### src/rtl/ps2_key_tracker.sv
// PS/2 keyboard receiver: synchronizes and filters the PS/2 pins, frames bytes,
// decodes make/break/extended prefixes and keeps a 6-bit held-key vector.
// Optional: define PS2_PARITY_CHECK_EN to reject frames whose 9 bits are not odd parity.
module ps2_key_tracker #(
  parameter int FILTER_LEN     = 8,
  parameter int TIMEOUT_CYCLES = 5000
) (
  input  logic       clk,
  input  logic       rst,
  input  logic       ps2_clk_in,
  input  logic       ps2_dat_in,
  output logic [5:0] key_status,
  output logic [7:0] scan_code,
  output logic       scan_valid,
  output logic       frame_err
);

  localparam int FW = $clog2(FILTER_LEN + 1);
  localparam int TW = $clog2(TIMEOUT_CYCLES + 1);

  typedef enum logic [1:0] {IDLE, DATA, PARITY, STOP} state_t;

  logic [1:0]    clk_sync;
  logic [1:0]    dat_sync;
  logic          clk_s;
  logic          dat_s;
  logic          filt_clk;
  logic [FW-1:0] filt_cnt;
  logic          filt_flip;
  logic          fall;
  state_t        state;
  logic [7:0]    shreg;
  logic [2:0]    bitcnt;
  logic [TW-1:0] tmo_cnt;
  logic          tmo_hit;
  logic          par_ok;
  logic          brk;
  logic          ext;

  assign clk_s = clk_sync[1];
  assign dat_s = dat_sync[1];

  // Two-flop synchronizers on both pins; idle-high so reset loads ones.
  always_ff @(posedge clk) begin
    if (rst) begin
      clk_sync <= 2'b11;
      dat_sync <= 2'b11;
    end else begin
      clk_sync <= {clk_sync[0], ps2_clk_in};
      dat_sync <= {dat_sync[0], ps2_dat_in};
    end
  end

  // The filtered clock flips on the FILTER_LEN-th consecutive sample that disagrees with it.
  assign filt_flip = (clk_s != filt_clk) && (filt_cnt == FW'(FILTER_LEN - 1));
  assign fall      = filt_flip && filt_clk;

  // Glitch filter on the PS/2 clock; shorter disagreements are discarded.
  always_ff @(posedge clk) begin
    if (rst) begin
      filt_clk <= 1'b1;
      filt_cnt <= '0;
    end else if (clk_s == filt_clk) begin
      filt_cnt <= '0;
    end else if (filt_flip) begin
      filt_clk <= clk_s;
      filt_cnt <= '0;
    end else begin
      filt_cnt <= filt_cnt + 1'b1;
    end
  end

  assign tmo_hit = (state != IDLE) && (tmo_cnt == TW'(TIMEOUT_CYCLES - 1));

`ifdef PS2_PARITY_CHECK_EN
  logic par_bit;
  // Odd parity over data plus parity bit means the XOR reduction is 1.
  assign par_ok = ^{shreg, par_bit};

  // Parity bit captured on the PARITY-state fall for the stop-bit decision.
  always_ff @(posedge clk) begin
    if (rst)                         par_bit <= 1'b0;
    else if (fall && state == PARITY) par_bit <= dat_s;
  end
`else
  assign par_ok = 1'b1;
`endif

  // Frame receiver: advances on filtered falls; aborts mid-frame when falls stop arriving.
  always_ff @(posedge clk) begin
    if (rst) begin
      state      <= IDLE;
      shreg      <= '0;
      bitcnt     <= '0;
      tmo_cnt    <= '0;
      scan_code  <= '0;
      scan_valid <= 1'b0;
      frame_err  <= 1'b0;
    end else begin
      scan_valid <= 1'b0;
      frame_err  <= 1'b0;
      if (fall) begin
        // A fall always wins over a coincident timeout.
        tmo_cnt <= '0;
        case (state)
          IDLE: begin
            if (!dat_s) begin
              state  <= DATA;
              bitcnt <= '0;
            end
          end
          DATA: begin
            shreg  <= {dat_s, shreg[7:1]};
            bitcnt <= bitcnt + 1'b1;
            if (bitcnt == 3'd7) state <= PARITY;
          end
          PARITY: state <= STOP;
          STOP: begin
            if (dat_s && par_ok) begin
              scan_code  <= shreg;
              scan_valid <= 1'b1;
            end else begin
              frame_err <= 1'b1;
            end
            state <= IDLE;
          end
          default: state <= IDLE;
        endcase
      end else if (state == IDLE) begin
        tmo_cnt <= '0;
      end else if (tmo_hit) begin
        state     <= IDLE;
        frame_err <= 1'b1;
        tmo_cnt   <= '0;
      end else begin
        tmo_cnt <= tmo_cnt + 1'b1;
      end
    end
  end

  // Scan-code decoder: prefix flags plus the held-key map, updated the cycle after each accept.
  always_ff @(posedge clk) begin
    if (rst) begin
      key_status <= '0;
      brk        <= 1'b0;
      ext        <= 1'b0;
    end else if (frame_err) begin
      brk <= 1'b0;
      ext <= 1'b0;
    end else if (scan_valid) begin
      case (scan_code)
        8'hF0: brk <= 1'b1;
        8'hE0: ext <= 1'b1;
        8'hAA: begin
          key_status <= '0;
          brk        <= 1'b0;
          ext        <= 1'b0;
        end
        default: begin
          if (!ext) begin
            case (scan_code)
              8'h1D:   key_status[0] <= ~brk;
              8'h1C:   key_status[1] <= ~brk;
              8'h1B:   key_status[2] <= ~brk;
              8'h23:   key_status[3] <= ~brk;
              8'h29:   key_status[4] <= ~brk;
              8'h5A:   key_status[5] <= ~brk;
              default: ;
            endcase
          end
          brk <= 1'b0;
          ext <= 1'b0;
        end
      endcase
    end
  end

endmodule

### config.mk
export PLATFORM = sky130hd
export DESIGN_NAME = ps2_key_tracker
export DESIGN_NICKNAME = d
export VERILOG_FILES = /design/src/rtl/ps2_key_tracker.sv
export SDC_FILE = /design/constraint.sdc
export NUM_CORES = 1
export LEC_CHECK = 0
export ABC_CLOCK_PERIOD_IN_PS = 1800
export BUFFER_PORTS_ARGS = -buffer_cell sky130_fd_sc_hd__buf_4
export CAP_MARGIN = 10
export CORE_MARGIN = 2
export CORE_UTILIZATION = 53
export DETAILED_ROUTE_END_ITERATION = 6
export PLACE_DENSITY = 0.75
export SYNTH_ARGS = -nofsm -noshare
export SYNTH_HDL_FRONTEND = slang
export SYNTH_SLANG_ARGS = --single-unit
### constraint.sdc
create_clock -name clk -period 1.8 [get_ports clk]
set_input_delay 0.36 -clock clk [delete_from_list [all_inputs] [get_ports clk]]
set_output_delay 0.36 -clock clk [all_outputs]
set_load 0.1 [all_outputs]
# == Yosys cells after proc, flatten, opt, wreduce, memory -nomap -nowiden ==
# Cells that the tools add are included.
# W data, S select, Z words.
# classes
n_addsub,3
eq_ne,21
n_mux,24
n_bitwise,8
reduce_logical,31
# ops
op,n
$reduce_and A5 Y1,6
$eq A8 B5 Y1 const B,3
$eq A8 B8 Y1 const B,3
$reduce_bool A2 Y1,9
$eq A8 B6 Y1 const B,2
$add A13 B1 Y13 const B,1
$eq A13 B13 Y1 const B,1
$mux W1,12
$pmux W6 S2,1
$mux W2,5
$eq A8 B7 Y1 const B,1
$not A1 Y1,8
$pmux W2 S4,1
$reduce_and A2 Y1,4
$mux W6,1
$pmux W3 S2,1
$reduce_and A3 Y1,2
$reduce_or A3 Y1,2
$add A4 B1 Y4 const B,1
$eq A2 B2 Y1 const B,2
$eq A4 B3 Y1 const B,1
$ne A2 B2 Y1 const B,2
$pmux W1 S2,2
$reduce_and A4 Y1,1
12 further kinds,15
# word_totals
register_bits,53
inputBits,4
word_cells,106

# == Longest topological paths before layout ==
# depth
word_depth,5
depth_mapped,7
ltp_nobuf,6

# == Worst setup path before layout ==
# No wires, ideal clock.
# synth_timing
kind,reg-to-reg
start,reg scan_code[6]
end,reg key_status[5]
setup_time_ns,0.123
arrival_time_ns,2.319
slack_ns,-0.642
path_stages_with_launch,5
n_path_buf,0
synth_period_minus_slack_ns,2.442
cell_sequence,dfxtp_1 > or4b_4 > o311ai_4 > nor3_1 > mux2_1
# synth_via
elab_chain_len,4
word_cells_on_any_way,10
cone_classes,5 x eq/ne; 1 x mux; 1 x bitwise; 3 x reduce/logical
# synth_rtl
item,line_no,rtl
"start, declared",13,"output logic [7:0] scan_code,"
"start signal, assigned",120,scan_code <= shreg;
$eq A8 B8 Y1,151,case (scan_code)
$reduce_or A2 Y1 (no source line),--,
$not A1 Y1 (no source line),--,
$reduce_and A5 Y1 (no source line),--,
"end signal, assigned",167,8'h5A: key_status[5] <= ~brk;
"end, declared",12,"output logic [5:0] key_status,"
# Several ways; a longest one is shown, not always the timed one.
# A chain may end at the register's enable or synchronous reset.

# == Final worst setup path ==
# layout_timing
start,reg scan_code[0]
end,reg key_status[5]
# The elaborated chain is that of the path after synthesis.

==> metrics.txt <==
xor and xnor fraction of the mapped netlist area=0.0471; worst-path cell with the longest stage delay=sky130_fd_sc_hd__or4b_4; total via count in the routed design=1889; sum of overflow across all layers after global routing=0; routed via count divided by cell count=5.57; type of element capturing the critical path=flip-flop; overall routed net length=4450 um; last weighted congestion value of the routability-driven placer=between 0.8 and 0.9; height of the die=71.5 um; share of flip-flops with an asynchronous set or reset=0; synthesis-to-finish area growth=13.8%; area of the mapped netlist=~2400 um^2; Reg2Reg Capture Point=key_status[5]; gate count of the mapped netlist=264; Largest stage delay, worst path=550 ps; classification of the worst-slack hold path=primary input to flip-flop; worst hold path cell count=2; share of cells above drive strength 1=0.181; largest voltage drop on the vdd net=515 uV; Crit Path Category=flip-flop to flip-flop; port buffer count=19; post-CTS clock slew at the launch and capture registers of the worst setup and hold paths=110 ps; Max-slew headroom=0.702; number of remaining DRC errors=0; global-route usage over all layers=0.192; Hold Path Origin=ps2_dat_in; CTS root buf=sky130_fd_sc_hd__clkbuf_8; fraction of the cycle the final worst path needs=0.979; H-tree depth reported by CTS=2; sequential area share after synthesis=0.439; hold endpoint=dat_sync[0]; number of synthesis warnings=0; utilization after layout=0.628; number of global-route vias before repair=1788; post-DR wirelength/cell=13.1 um; Max Slew Vio Count=0; post-CTS setup buffers=0; number of sinks handled by clock tree synthesis=53; nature of the critical path startpoint=flip-flop; leakage dissipation=1.07 nW; # rows=24; syn_nets=between 200 and 300; final net count=around 300; area share of fa/ha/maj cells after synthesis=0.0466; combinational family with the most area after synthesis=simple AND/OR/NAND/NOR gates; number of storage elements in the synthesis netlist=53; global-route wire length before repair=7850 um; Total Die Area=5120 um^2; Final Hold Fails=0; required time of the critical path=2010 ps; Starting Density=0.551; cts bufs inserted=5; Max Fclk=567 MHz; Ports=20; startpoint of the worst-slack reg-to-reg timing path=scan_code[0]; number of enable flip-flop cells after synthesis=0; post-detail-place hpwl=about 3200 um; peak fanout along the critical path=5; number of antenna violations at the first check in global routing=0; core area=4380 um^2; worst path arrival time=around 2000 ps; R2R Setup Slk=40 ps; horizontal die dimension=71.5 um; Max-Cap Viols=0; ordered cell list for the critical path=or4b_4 -> o311ai_4 -> nor3_1 -> mux2_1; simple-gate portion of the synthesized area=0.269; number of cells on the worst reg-to-reg path=4; portion of netlist area occupied by mux cells=0.0642; # fillers=approximately 390; clock tree from TritonCTS=done; Detailed Routing Iterations Pass 1=4; skew final=11.9 ps; flip-flop cell with the highest count after synthesis=sky130_fd_sc_hd__dfxtp_1; outcome=finished clean; diodes inserted=0; per-instance average area after synthesis=between 9 and 10 um^2; setup repair after global routing missed its margin=yes; ratio of total power to cell area=711 nW/um^2; complex-gate fraction of the synthesized area=0.0999; number of nets with antenna violations after routing=0; CTS Buffer Depth=2; Final min period=1760 ps; clk_lat worst skew=320 ps; number of distinct library cell variants in the gate-level netlist after synthesis=47; slew at the pin with the worst max-slew slack=between 400 and 500 ps; Inst Count DP=331; Setup violations, final=0; detailed router's first-iteration violation count=79; largest net degree at the start of global routing=35; fin cells=between 300 and 400
## metal layers
metal	routed length [um]	up-vias	GRT usage
met4	76	0	0.0818
met2	2160	26	0.332
met3	160	6	0.0464
met5	0	-	0
met1	2040	889	0.227
li1	-	968	-
## registers in the layout (all words and copies together), names as in the netlist
name	count
brk	1
dat_sync	2
bitcnt	3
filt_cnt	4
scan_valid	1
scan_code	8
tmo_cnt	13
state	2
filt_clk	1
clk_sync	2
frame_err	1
shreg	8
ext	1
key_status	6
## synthesized netlist by cell type (all sizes together), types with 3 or more instances
cell type | count | area [um^2]
o211ai | 3 | 22.5
dfxtp | 53 | 1060
nor4b | 3 | 32.5
nand4 | 8 | 50.1
mux2i | 11 | 110
nor2b | 6 | 37.5
a31oi | 3 | 18.8
o21ai | 5 | 25.0
clkbuf | 10 | 37.5
a21oi | 14 | 70.1
inv | 8 | 30.0
nor3 | 3 | 15.0
nand3 | 17 | 85.1
or4b | 3 | 33.8
nor2 | 36 | 135
xor2 | 7 | 61.3
mux2 | 4 | 45.0
or2 | 5 | 31.3
nand2 | 18 | 67.6
ha | 9 | 113
xnor2 | 6 | 52.6
a211oi | 3 | 22.5
nand3b | 3 | 22.5
## timing repair
item,4_1_cts,5_1_grt
setup endpoints to repair,0,5
gates resized for setup,0,2
hold buffers,0,0
## how the worst max path moves through the flow
stage                 startpoint            end  slack [ps]
floorplan           scan_code[0]  key_status[5]        -200
global placement    scan_code[0]  key_status[5]          70
detailed placement  scan_code[0]  key_status[2]          60
CTS                 scan_code[0]  key_status[2]          40
global route        scan_code[0]  key_status[5]         -10
finish              scan_code[0]  key_status[5]          40
## power by group
group / switching (mW) / internal [mW] / leakage, nW / total (mW)
Clock: 0.418 / 0.282 / 0.0447 / 0.700
Combinational: 0.0550 / 0.0180 / 0.592 / 0.0730
Sequential: 0.00602 / 1.18 / 0.434 / 1.18
Total: 0.479 / 1.48 / 1.07 / 1.95
## cells in the final DEF (no fill, tap or decap), types with 8 or more instances in the layout
cell type / Yosys / final
sky130_fd_sc_hd__dfxtp_1: 53 / 44
sky130_fd_sc_hd__nor2_1: 36 / 36
sky130_fd_sc_hd__buf_4: 0 / 27
sky130_fd_sc_hd__nand2_1: 18 / 18
sky130_fd_sc_hd__nand3_1: 17 / 17
sky130_fd_sc_hd__a21oi_1: 14 / 14
sky130_fd_sc_hd__mux2i_1: 11 / 11
sky130_fd_sc_hd__ha_1: 9 / 9
sky130_fd_sc_hd__inv_1: 8 / 8
sky130_fd_sc_hd__nand4_1: 8 / 8
## cells by family (layout without fill, tap and decap cells)
| kind of cell | count (synthesis) | in the layout |
|---|---|---|
| AND/OR/NAND/NOR | 118 | 118 |
| flip-flops | 53 | 53 |
| AO/OA/AOI/OAI | 36 | 36 |
| buffers and inverters | 20 | 43 |
| multiplexers | 15 | 15 |
| XOR/XNOR | 13 | 13 |
| adder cells (fa/ha/maj) | 9 | 9 |
## stage by stage
step | hold WS (ps) | setup TNS [ps] | worst slack, ps | total power, mW | area, um^2
4_1_cts | 215 | 0 | 42.0 | 1.98 | 2740
3_5_place_dp | 393 | 0 | 64.6 | 1.28 | 2650
3_3_place_gp | 387 | 0 | 66.3 | 1.28 | 2650
5_1_grt | 219 | -24.5 | -10.6 | 2.02 | 2750
6_report | 222 | 0 | 37.9 | 1.95 | 2750
2_1_floorplan | 383 | -756 | -198 | 1.26 | 2440
## worst max-delay path, delay by kind of cell (launching register included)
family / cells / cell delay [ps]
simple gates: 2 / 660
flops: 1 / 350
compound gates: 1 / 320
mux: 1 / 310
## layout make-up
type	instances	area, um^2	share of cell area
clock buffers	5	68.8	0.0250
clock inverters	3	25.0	0.00910
inverters	8	30.0	0.0109
multi-input cells	191	1280	0.465
flip-flops and latches	53	1080	0.392
well taps	52	65.1	0.0236
repair buffers	27	203	0.0737
Power figures use the tool's default switching activity.
